<file path="src/rtl/daq_gearbox_fifo.sv">
// ---------------------------------------------------------------------------
// daq_gearbox_fifo
//
// Single-clock width-down-converting FIFO. Each written sample is
// RATIO*RD_WIDTH bits wide and is read back as RATIO consecutive RD_WIDTH-bit
// words on a show-ahead port. Lane order is chosen by MSB_FIRST.
//
// Parameters
//   RD_WIDTH      read word width in bits
//   RATIO         read words per written sample (>= 2)
//   ADDRESS_WIDTH log2 of the depth in wide entries
//   MSB_FIRST     1: lane 0 is the most significant RD_WIDTH bits of a sample
//                 0: lane 0 is the least significant RD_WIDTH bits
//
// Ports
//   clk        single clock, rising edge
//   clear      asynchronous active-high reset of pointers, lane select, flags
//   flush      synchronous empty of pointers, lane select and flags
//   data       write sample (WR_WIDTH bits)
//   wrreq      write request, accepted when not full
//   wrfull     no free wide entry
//   q          current head read word, 0 while empty
//   rdreq      consume current q, accepted when not empty
//   rdempty    no read word available
//   rdusedw    read words available
//   overflow   sticky: write attempted while full
//   underflow  sticky: read attempted while empty
// ---------------------------------------------------------------------------
module daq_gearbox_fifo #(
  parameter int RD_WIDTH      = 8,
  parameter int RATIO         = 2,
  parameter int ADDRESS_WIDTH = 6,
  parameter bit MSB_FIRST     = 1'b1,
  localparam int WR_WIDTH     = RATIO * RD_WIDTH,
  localparam int USEDW_WIDTH  = ADDRESS_WIDTH + $clog2(RATIO) + 1
) (
  input  logic                   clk,
  input  logic                   clear,
  input  logic                   flush,
  input  logic [WR_WIDTH-1:0]    data,
  input  logic                   wrreq,
  output logic                   wrfull,
  output logic [RD_WIDTH-1:0]    q,
  input  logic                   rdreq,
  output logic                   rdempty,
  output logic [USEDW_WIDTH-1:0] rdusedw,
  output logic                   overflow,
  output logic                   underflow
);

  localparam int FIFO_DEPTH = 1 << ADDRESS_WIDTH;
  localparam int SEL_WIDTH  = $clog2(RATIO);

  localparam logic [ADDRESS_WIDTH:0] PTR_ONE    = (ADDRESS_WIDTH + 1)'(1);
  localparam logic [ADDRESS_WIDTH:0] DEPTH_CNT  = (ADDRESS_WIDTH + 1)'(FIFO_DEPTH);
  localparam logic [SEL_WIDTH-1:0]   SEL_ONE    = SEL_WIDTH'(1);
  localparam logic [SEL_WIDTH-1:0]   SEL_LAST   = SEL_WIDTH'(RATIO - 1);
  localparam logic [USEDW_WIDTH-1:0] RATIO_USED = USEDW_WIDTH'(RATIO);

  // -------------------------------------------------------------------------
  // State
  // -------------------------------------------------------------------------
  logic [WR_WIDTH-1:0]      r_mem [FIFO_DEPTH];
  logic [ADDRESS_WIDTH:0]   r_wptr;
  logic [ADDRESS_WIDTH:0]   r_rptr;
  logic [SEL_WIDTH-1:0]     r_sel;
  logic                     r_overflow;
  logic                     r_underflow;

  // -------------------------------------------------------------------------
  // Derived status
  // -------------------------------------------------------------------------
  logic [ADDRESS_WIDTH:0]   w_wcnt;
  logic                     w_wrfull;
  logic                     w_rdempty;
  logic                     w_wr_ok;
  logic                     w_rd_ok;
  logic                     w_last_lane;
  logic [WR_WIDTH-1:0]      w_head;
  logic [RD_WIDTH-1:0]      w_lanes [RATIO];
  logic [USEDW_WIDTH-1:0]   w_wcnt_words;
  logic [USEDW_WIDTH-1:0]   w_sel_ext;

  // The extra wrap bit on each pointer makes the plain difference a valid
  // occupancy in 0..FIFO_DEPTH, including across wrap-around.
  assign w_wcnt      = r_wptr - r_rptr;
  assign w_wrfull    = (w_wcnt == DEPTH_CNT);
  assign w_rdempty   = (w_wcnt == '0);
  assign w_last_lane = (r_sel == SEL_LAST);

  // flush wins over both requests in the same cycle.
  assign w_wr_ok = wrreq & ~w_wrfull  & ~flush;
  assign w_rd_ok = rdreq & ~w_rdempty & ~flush;

  // A partially consumed head entry still counts as a full wide entry in
  // w_wcnt; the lanes already read are subtracted to get the word count.
  assign w_wcnt_words = USEDW_WIDTH'(w_wcnt) * RATIO_USED;
  assign w_sel_ext    = USEDW_WIDTH'(r_sel);

  // -------------------------------------------------------------------------
  // Show-ahead read path: split the head entry into lanes, pick lane r_sel.
  // -------------------------------------------------------------------------
  assign w_head = r_mem[r_rptr[ADDRESS_WIDTH-1:0]];

  for (genvar k = 0; k < RATIO; k++) begin : g_lane
    localparam int LANE_LSB = MSB_FIRST ? (RATIO - 1 - k) * RD_WIDTH : k * RD_WIDTH;
    assign w_lanes[k] = w_head[LANE_LSB +: RD_WIDTH];
  end

  // -------------------------------------------------------------------------
  // Storage
  // -------------------------------------------------------------------------
  // NOTE: the memory array has no reset; the read path masks q while empty,
  // so stale or uninitialised contents are never visible.
  always_ff @(posedge clk) begin
    if (w_wr_ok) begin
      r_mem[r_wptr[ADDRESS_WIDTH-1:0]] <= data;
    end
  end

  // -------------------------------------------------------------------------
  // Pointers, lane select and sticky flags
  // -------------------------------------------------------------------------
  // NOTE: state is updated only with non-blocking assignments so every
  // decision in this block uses the values from before the edge.
  always_ff @(posedge clk or posedge clear) begin
    if (clear) begin
      r_wptr      <= '0;
      r_rptr      <= '0;
      r_sel       <= '0;
      r_overflow  <= 1'b0;
      r_underflow <= 1'b0;
    end else if (flush) begin
      r_wptr      <= '0;
      r_rptr      <= '0;
      r_sel       <= '0;
      r_overflow  <= 1'b0;
      r_underflow <= 1'b0;
    end else begin
      if (w_wr_ok) begin
        r_wptr <= r_wptr + PTR_ONE;
      end
      if (w_rd_ok) begin
        // The wide slot is released only when its last lane is consumed.
        if (w_last_lane) begin
          r_sel  <= '0;
          r_rptr <= r_rptr + PTR_ONE;
        end else begin
          r_sel  <= r_sel + SEL_ONE;
        end
      end
      if (wrreq && w_wrfull) begin
        r_overflow <= 1'b1;
      end
      if (rdreq && w_rdempty) begin
        r_underflow <= 1'b1;
      end
    end
  end

  // -------------------------------------------------------------------------
  // Outputs
  // -------------------------------------------------------------------------
  assign wrfull    = w_wrfull;
  assign rdempty   = w_rdempty;
  assign rdusedw   = w_wcnt_words - w_sel_ext;
  assign q         = w_rdempty ? '0 : w_lanes[r_sel];
  assign overflow  = r_overflow;
  assign underflow = r_underflow;

endmodule

</file>
<file path="config.mk">
export PLATFORM = sky130hd
export DESIGN_NAME = daq_gearbox_fifo
export DESIGN_NICKNAME = d
export VERILOG_FILES = /design/src/rtl/daq_gearbox_fifo.sv
export SDC_FILE = /design/constraint.sdc
export NUM_CORES = 1
export LEC_CHECK = 0
export ABC_AREA = 1
export CORE_UTILIZATION = 50
export DETAILED_ROUTE_END_ITERATION = 6
export DONT_BUFFER_PORTS = 1
export PLACE_DENSITY = 0.68
export REMOVE_ABC_BUFFERS = 1
export SLEW_MARGIN = 40
export SYNTH_ARGS = -nofsm -noshare
export SYNTH_HDL_FRONTEND = slang
export SYNTH_SLANG_ARGS = --single-unit
</file>
<file path="constraint.sdc">
create_clock -name clk -period 9.2 [get_ports clk]
set_input_delay 0.92 -clock clk [delete_from_list [all_inputs] [get_ports clk]]
set_output_delay 0.92 -clock clk [all_outputs]
set_load 0.005 [all_outputs]
</file>
=== After elaboration in Yosys (flattened, before gate mapping) ===
Memories as Yosys holds them, arrays and structs flattened.
Cells that the tools add are included.

* Reduce and logical (&&, ||, !) cells: 9
* Bitwise logic cells: 8
* $lt $le $gt $ge: 1
* Div/mod/pow operators: 0
* Equality and inequality tests: 1
* Add/sub/neg operators: 5
* Mux-type cells: 18
* Shifts and indexed selects: 0
* $mul: 0

{| class="wikitable"
|+ Operators with widths
! cell !! count
|-
| $mux W7 || 5
|-
| $mux W8 || 4
|-
| $add A7 B1 Y7 const B || 2
|-
| $reduce_bool A2 Y1 || 5
|-
| $mux W1 || 9
|-
| $sub A8 B1 Y8 || 1
|-
| $eq A7 B7 Y1 const B || 1
|-
| $logic_not A7 Y1 || 1
|-
| $sub A7 B7 Y7 || 1
|-
| $and A1 B1 Y1 || 4
|-
| $not A1 Y1 || 3
|-
| $ge A2 B2 Y1 const B || 1
|-
| $logic_and A1 B1 Y1 || 2
|-
| $not A1 Y2 || 1
|-
| $reduce_and A2 Y1 || 1
|-
| $add A1 B1 Y1 const B || 1
|}

* Bits in read-only memories: 0
* Register bits after elaboration: 17
* Word-level logic and storage cells: 48
* Latch bits: 0
* RAM bits: 1024
* Memories kept: 1

{| class="wikitable"
|+ Memories
! name !! words !! width !! rd ports !! clocked after Yosys merged registers in !! wr ports !! line !! RTL
|-
| r_mem || 64 || 16 || 1 || 0 || 1 || 63 || <nowiki>logic [WR_WIDTH-1:0] r_mem [FIFO_DEPTH];</nowiki>
|}

=== Logic depth before layout (Yosys ltp) ===
Gate-level depths: netlist (run 1).

* Depth in word-level cells: 7
* Gate-level depth with buffers: 17
* Depth with buffers taken out: 14

=== Worst setup path before layout (run 1) ===
OpenSTA, ideal clock, no wires.

* Kind: flip-flop to flip-flop
* Start point: register r_rptr[2]
* End point: memory r_mem[22][0] in the netlist's numbering (enable)
* Arrival: 3355 ps
* Setup time: 409 ps
* Path slack: 5436 ps
* Cell stages (with the launch flop): 15
* Cells stage by stage: dfrtp_1 -> inv_2 -> clkbuf_1 -> clkbuf_1 -> ha_1 -> a21oi_2 -> nand2_1 -> nand3_1 -> nand2_1 -> nand2_1 -> nand2_1 -> nand3_2 -> nand2_2 -> buf_6 -> nor3_1

* Cells in the longest elaborated chain, start to end: 7

{| class="wikitable"
|+ Ends and longest elaborated chain
! element !! line !! RTL
|-
| start, declared || 65 || <nowiki>logic [ADDRESS_WIDTH:0] r_rptr;</nowiki>
|-
| start signal, assigned || 147 || <nowiki>r_rptr <= r_rptr + PTR_ONE;</nowiki>
|-
| $sub A7 B7 Y7 || 86 || <nowiki>assign w_wcnt = r_wptr - r_rptr;</nowiki>
|-
| $eq A7 B7 Y1 || 87 || <nowiki>assign w_wrfull = (w_wcnt == DEPTH_CNT);</nowiki>
|-
| $not A1 Y1 || 92 || <nowiki>assign w_wr_ok = wrreq & ~w_wrfull & ~flush;</nowiki>
|-
| $and A1 B1 Y1 (2 in a row) || 92 ||
|-
| $mux W1 || 116 || <nowiki>if (w_wr_ok) begin</nowiki>
|-
| $mux W1 (not written as such) || 117 || <nowiki>r_mem[r_wptr[ADDRESS_WIDTH-1:0]] <= data;</nowiki>
|-
| end, declared || 63 ||
|}

No other way between the ends.

=== Worst setup path in the final report (run 1) ===
* Start point: register r_rptr[0]
* End point: output q[0]

* Cells in the longest elaborated chain, start to end: 5
* Elaborated cells between the ends (all ways): 7

{| class="wikitable"
|+ Ends and longest elaborated chain
! element !! line !! RTL
|-
| $mem_v2 Z64 W16 || - ||
|-
| $mux W8 (not written as such) (3 in a row) || 167 || <nowiki>assign q = w_rdempty ? '0 : w_lanes[r_sel];</nowiki>
|-
| $mux W8 (*) || 167 ||
|-
| end, declared || 43 || <nowiki>output logic [RD_WIDTH-1:0] q,</nowiki>
|}

Mark *: on every way between the ends. The rest lies on a longest branch, timed or not. The select of a mux whose other input is x is not followed.

==> results by group, run 1 <==
Job
  • Max-capacitance violation count: 0

Outcome
  • Run status: completed

STA
  • Setup violations, final: 0
  • Clock skew: between 0.02 and 0.03 ns
  • Achievable frequency: 181 MHz
  • Setup repair after global routing missed its margin: no
  • Relative max-transition margin: 42.7%
  • Number of hold violations in the final report: 0
  • Part of the cycle the worst path needs: 60.1%
  • Final Max Slew Viols: 0
  • Tightest Pin Transition: 0.859 ns
  • Final critical-path required period: ~5.5 ns

Pwr
  • Highest ir drop seen on vdd: approximately 170 uV
  • Total leakage power: 17.5 nW
  • Power per cell area: around 220 nW/um^2

Global route
  • Vias in the first global route: between 20000 and 30000
  • All-layer global routing usage: 26.5%
  • Met1 track demand over resource: 39.3%
  • Antenna violations before repair: 0
  • Pin count of the biggest net entering global routing: 139
  • Wire length of the first global-routing pass: 170 mm
  • GR Layer Usage met2: between 30% and 40%
  • Layer carrying the most global-route usage: met1
  • Total grt overflow: 0
  • Met3 Use GR: under 10%

Placed design
  • Quantity of I/O buffers inserted on ports: 0
  • Gp weighted congestion: about 1.0
  • Area post-placement: around 44000 um^2
  • Estimated wirelength of the detail-placed design: roughly 64 mm

Synth
  • Post-Synthesis Cells: roughly 3800
  • Dominant cell type by area after synthesis: edfxtp_1
  • Most used standard cells in the synthesized netlist: nand2_1 (1066), edfxtp_1 (1024), nor2_1 (584)
  • Flip-flop cell with the highest count after synthesis: edfxtp_1
  • Total of warnings raised by yosys: 0
  • Cell area after technology mapping: ~43000 um^2
  • Most common cell in the synthesized netlist: nand2_1
  • Share of flip-flops with an asynchronous set or reset after synthesis: between 1.5 and 2%
  • Synth cell types: 34
  • Synth top area share: 71.1%
  • Number of enable flip-flop cells after synthesis: 1024
  • Average cell area after synthesis: between 10 and 15 um^2
  • Portion of the post-synthesis area used by sequential elements: around 72%
  • Number of synthesized register bits: approximately 1000
  • Synth top area cells: edfxtp_1 (71%), nand2_1 (9.3%), nand3_1 (5.2%)

Detailed routing
  • Vias after detailed routing: ~29000
  • Antenna Violating Nets Remaining: 0
  • Total wire length after detailed routing: between 100 and 150 mm
  • Total iterations of the first detailed-routing run: 7
  • Vias/cell: ~5.7
  • Number of remaining DRC errors: 0
  • Starting DRT DRC Count: between 4000 and 5000
  • WL/cell: approximately 23 um

Floorplanning
  • Full die area: between 80000 and 90000 um^2
  • Row count: between 100 and 150
  • Initial standard-cell utilization of the core: between 50% and 60%
  • Io pins: 41
  • Height of the die: 296 um
  • Placeable core region: between 80000 and 90000 um^2
  • DIE WIDTH: around 300 um

Clock tree
  • Clock root buffer: clkbuf_16
  • Clock latency at the later pin of the worst-skew pair: roughly 0.67 ns
  • Number of gates given a new drive strength after cts: 0
  • Number of sinks handled by clock tree synthesis: 1041
  • Max Root-Sink Buffers: 3
  • TritonCTS clock tree: built
  • Clock buffer count from CTS: around 110
  • Total of hold buffers inserted after clock tree synthesis: 0
  • Setup Fix Bufs, Post-CTS: 0
  • CTS clk-pin slew, worst paths: about 0.060 ns
  • Number of levels in the clock H-tree: 3

Worst setup path
  • Cell with the biggest individual delay on the critical path: dfrtp_4
  • Arrival time at the worst endpoint: ~4.6 ns
  • Beginning of the critical path: r_rptr[0]$_DFFE_PP0P_
  • Crit. End Element: output port
  • Critical-path maximum fanout: about 140
  • Stage delay of the slowest cell on the critical path: ~0.7 ns
  • Worst path cell trace: inv_8 -> buf_12 -> nor2_1 -> o21ai_0 -> nand3_1 -> nand3_1 -> nand3_1 -> nand2_1 -> nor2_1 -> nor2_1
  • Setup crit start kind: flop
  • Critical path class: flop to output port
  • Sum of buffers and inverters on the critical path: 2
  • Data required time of the worst path: ~8.3 ns
  • Launch point of the worst reg-to-reg path: r_rptr[5]$_DFFE_PP0P_
  • Internal reg-to-reg setup slack: 4.88 ns
  • Crit path max-delay family: simple AND/OR/NAND/NOR gates

Layout
  • Net total in the final layout: 3847
  • Post-route cell area: between 40000 and 50000 um^2
  • Post-route core utilization: a little under three fifths
  • Number of inserted filler cells in the final layout: 7074
  • Layout Area Growth over Synthesis: 9.81%
  • Fraction of layout instances using a drive strength above 1: under 10%

Worst hold path
  • Tightest Hold Check Type: primary input to async pin
## report_power, final
| part | total, mW | switching [mW] | internal (mW) | leakage [nW] |
|---|---|---|---|---|
| Combinational | 1.42 | 1.07 | 0.348 | 6.54 |
| Clock | 3.97 | 1.74 | 2.22 | 1.52 |
| Sequential | 5.25 | 0.0297 | 5.22 | 9.43 |
## path summary, 6_finish.rpt
path	to	cells past startpoint
max	q[0]	10
min	overflow$_DFFE_PP0P_	1
max reg2reg	r_mem[5][8]$_DFFE_PP_	14
min reg2reg	overflow$_DFFE_PP0P_	2
max in group asynchronous	r_rptr[1]$_DFFE_PP0P_	1
min in group clk	overflow$_DFFE_PP0P_	1
## cells in the final DEF (no fill, tap or decap), types with 4 or more instances in the layout
cell type / n
a21oi_1: 72
clkbuf_1: 25
dfrtp_1: 14
buf_4: 88
o21ai_1: 46
ha_1: 9
edfxtp_1: 1024
inv_1: 107
clkbuf_16: 107
clkinv_1: 35
nand3_1: 449
o21a_1: 7
clkinv_2: 14
nor3_1: 11
o21ai_0: 138
bufinv_16: 4
buf_6: 4
nand2_1: 1066
buf_12: 4
xor2_1: 13
and2_1: 14
nand4_1: 30
nor2_1: 580
## metal layers
metal,vias up,routed length [um]
li1,13098,-
met2,1568,51600
met1,13894,48300
met5,-,0
met3,206,12900
met4,0,3810
## flip-flops by register name (all words and copies together) (netlist names)
register	cells
r_sel	1
r_mem	1024
overflow	1
r_wptr	7
r_rptr	7
underflow	1
## worst reg2reg max path, delay by kind of cell, from the launching register on
kind                       cells  cell delay (ns)
and+or+nand+nor                8             1.47
adders and majority gates      1             0.52
buffers and inverters          5             1.27
DFF                            1             0.75
## stage by stage
step | cells | hold slack (ns) | total power, mW | setup TNS, ns | setup WS (ns)
2_1_floorplan | 3613 | 0.486 | 6.33 | -2301.06 | -12.56
4_1_cts | 5039 | 0.147 | 10.6 | 0 | 3.80
3_3_place_gp | 4852 | 0.510 | 6.72 | 0 | 4.38
3_5_place_dp | 4852 | 0.520 | 6.73 | 0 | 4.51
6_report | 5041 | 0.165 | 10.6 | 0 | 3.67
5_1_grt | 5040 | 0.178 | 11.0 | 0 | 3.55
## cells by family (layout without fill, tap and decap cells)
group	Yosys count	count (layout)	share of synthesized area (%)
AOI/OAI and AO/OA	266	266	3.14
buffers and inverters	338	400	3.68
other	0	1	0
adders and majority gates	10	10	0.307
and+or+nand+nor	2165	2165	20.5
DFF	1041	1041	72.1
xor gates and xnor gates	14	14	0.284
## final cells by class
cell class                      count  area [um^2]  area share [%]
Sequential cell                  1041        31200            65.7
Multi-Input combinational cell   2455        10500            22.1
Clock buffer                      132         2770            5.84
Tap cell                         1144         1430            3.01
Timing Repair Buffer               96          786            1.66
Inverter                          117          453           0.954
Clock inverter                     55          354           0.746
Antenna cell                        1         2.50         0.00527
No activity file was read; power rests on OpenSTA's default activity.
==> run 2, diff against run 1 <==
Clock period 9.2 ns to 5.4 ns, I/O delays scaled along.
==> results by group, run 2 (same netlist as run 1, synthesis figures left out) <==
STA
  • Hold slack: 0.0206 ns (-0.145 ns)
  • Tightest Pin Transition: 0.930 ns (+0.0710 ns)
  • Achievable frequency: around 230 MHz
  • Final critical-path required period: approximately 4.4 ns
  • Setup repair after global routing missed its margin: no
  • Setup violations, final: 0 (unchanged)
  • Number of hold violations in the final report: 0 (unchanged)
  • Clock skew: 0.0237 ns (-0.00588 ns)
  • Final sum of negative setup slack: 0 ns (unchanged)
  • Part of the cycle the worst path needs: 82.2%
  • Final Max Slew Viols: 0 (unchanged)
  • Relative max-transition margin: 37.8% (-4.9 points)

Detailed routing
  • Total wire length after detailed routing: 123 mm (+5.5%)
  • Total iterations of the first detailed-routing run: 5 (-2)
  • Number of remaining DRC errors: 0 (unchanged)
  • Starting DRT DRC Count: 3984 (-2.4%)
  • Vias/cell: 5.69 (-0.26%)
  • WL/cell: 24.2 um (+4.4%)
  • Vias after detailed routing: 28994 (+0.79%)
  • Antenna Violating Nets Remaining: 0 (unchanged)

Floorplanning
  • Height of the die: 296 um (unchanged)
  • Full die area: 87600 um^2 (unchanged)
  • DIE WIDTH: 296 um (unchanged)
  • Row count: 107 (unchanged)
  • Initial standard-cell utilization of the core: 50.6% (unchanged)
  • Placeable core region: 85400 um^2 (unchanged)
  • Io pins: 41 (unchanged)

Clock tree
  • CTS clk-pin slew, worst paths: 0.06 ns (about the same)
  • Clock root buffer: clkbuf_16
  • Number of sinks handled by clock tree synthesis: 1041 (unchanged)
  • Number of levels in the clock H-tree: 3 (unchanged)
  • TritonCTS clock tree: built
  • Clock buffer count from CTS: 105 (unchanged)
  • Max Root-Sink Buffers: 3 (unchanged)
  • Clock latency at the later pin of the worst-skew pair: 0.67 ns (about the same)
  • Setup Fix Bufs, Post-CTS: 0 (unchanged)

Pwr
  • Total leakage power: 18.0 nW (+2.9%)
  • Power per cell area: 387 nW/um^2 (+73%)
  • Highest ir drop seen on vdd: 242 uV (+40%)

Worst setup path
  • Cell with the biggest individual delay on the critical path: buf_4
  • Worst path cell trace: inv_4 -> buf_4 -> nand3_1 -> nand3_1 -> nand3_1 -> nand2_1 -> nand2_1 -> nand3_1 -> nand3_1 -> nand2_1 -> nor2_1
  • Internal reg-to-reg setup slack: 1.41 ns (-3.47 ns)
  • Data required time of the worst path: 4.86 ns (-3.42 ns)
  • Setup crit start kind: flop
  • Stage delay of the slowest cell on the critical path: 0.72 ns (about the same)
  • Crit. End Element: output port
  • CP most frequent cell: nand3_1
  • Critical path class: flop to output port
  • Critical-path maximum fanout: 67 (-51%)
  • Arrival time at the worst endpoint: 3.90 ns (-0.71 ns)

Job
  • Max-capacitance violation count: 0 (unchanged)

Layout
  • Most frequent standard cell in the layout excluding fill and tap cells: nand2_1
  • Largest register FFs: 1024 (unchanged)
  • Commonest non-fill, non-tap cells in the layout: nand2_1 (1066), edfxtp_1 (1024), nor2_1 (580)
  • Layout Area Growth over Synthesis: 12.2%
  • Net total in the final layout: 3892 (+1.2%)
  • Fraction of layout instances using a drive strength above 1: 7.59% (+1.2 points)
  • Antenna diodes: 0 (-1)

Global route
  • Pin count of the biggest net entering global routing: 186 (+34%)
  • Antenna violations before repair: 2 (+2)
  • Wire length of the first global-routing pass: 177 mm (+4.4%)
  • Vias in the first global route: 26812 (+3.0%)
  • Total grt overflow: 0 (unchanged)
  • All-layer global routing usage: 28.0% (+1.6 points)

Placed design
  • Estimated wirelength of the detail-placed design: 63.6 mm (-0.72%)
  • Gp weighted congestion: 0.927 (-11%)
  • Quantity of I/O buffers inserted on ports: 0 (unchanged)

Outcome
  • Run status: completed

Worst hold path
  • Tightest Hold Check Type: primary input to flop
[run 2: final cells by class]
cell class	instances	area, um^2
clock buffer	126	2760
clock inverter	70	609
tap	1144	1430
timing repair buffer	141	1580
multi-input combinational	2455	10500
fill	6962	36900
sequential	1041	31200
inverter	117	453
[run 2: worst paths after layout]
kind                                       startpoint                      end  cells after the start
worst max-delay path            r_rptr[1]$_DFFE_PP0P_                     q[6]                     11
worst min-delay path                            flush    r_rptr[0]$_DFFE_PP0P_                      3
worst max register to register  r_rptr[1]$_DFFE_PP0P_  r_mem[39][10]$_DFFE_PP_                     13
worst min register to register  underflow$_DFFE_PP0P_    underflow$_DFFE_PP0P_                      2
max in group asynchronous                       clear    r_rptr[1]$_DFFE_PP0P_                      2
min in group asynchronous                       clear     overflow$_DFFE_PP0P_                      2
[run 2: where the power goes]
| group | total [mW] | switching, mW | leakage [nW] | internal (mW) |
|---|---|---|---|---|
| combinational | 2.67 | 2.02 | 6.90 | 0.650 |
| clock | 7.15 | 3.05 | 1.66 | 4.11 |
| sequential | 8.92 | 0.0262 | 9.43 | 8.90 |
| total | 18.7 | 5.10 | 18.0 | 13.7 |
[run 2: worst max-delay path, delay by kind of cell, from the launching register on]
kind / cells / cell delay (ns)
flops: 1 / 0.50
buf+inv: 2 / 1.35
simple gates: 9 / 1.29
[run 2: routing by layer]
layer	routed length [um]	GRT usage, %	vias up
li1	-	-	13209
met1	48900	39.7	14027
met2	56800	43.3	1559
met3	13300	5.43	199
met4	4280	10.1	0
met5	0	0	-
[run 2: through the flow]
| step | util [%] | cell area [um^2] | power [mW] | worst slack (ns) | instances |
|---|---|---|---|---|---|
| after floorplan | - | 42100 | 10.8 | -15.98 | 3613 |
| after global placement | 52.0 | 44400 | 11.4 | 1.59 | 4858 |
| after detailed placement | 52.0 | 44400 | 11.5 | 1.55 | 4858 |
| after CTS | 56.8 | 48500 | 18.8 | 0.990 | 5093 |
| after global routing | 56.8 | 48500 | 19.3 | 0.794 | 5094 |
| final | 56.8 | 48500 | 18.7 | 0.960 | 5094 |
[run 2: repair_timing]
item                                    4_1_cts  5_1_grt
endpoints found under the setup margin        0        0
hold buffers                                 39        0
endpoints found under the hold margin       783        0
resized for setup                             0        0
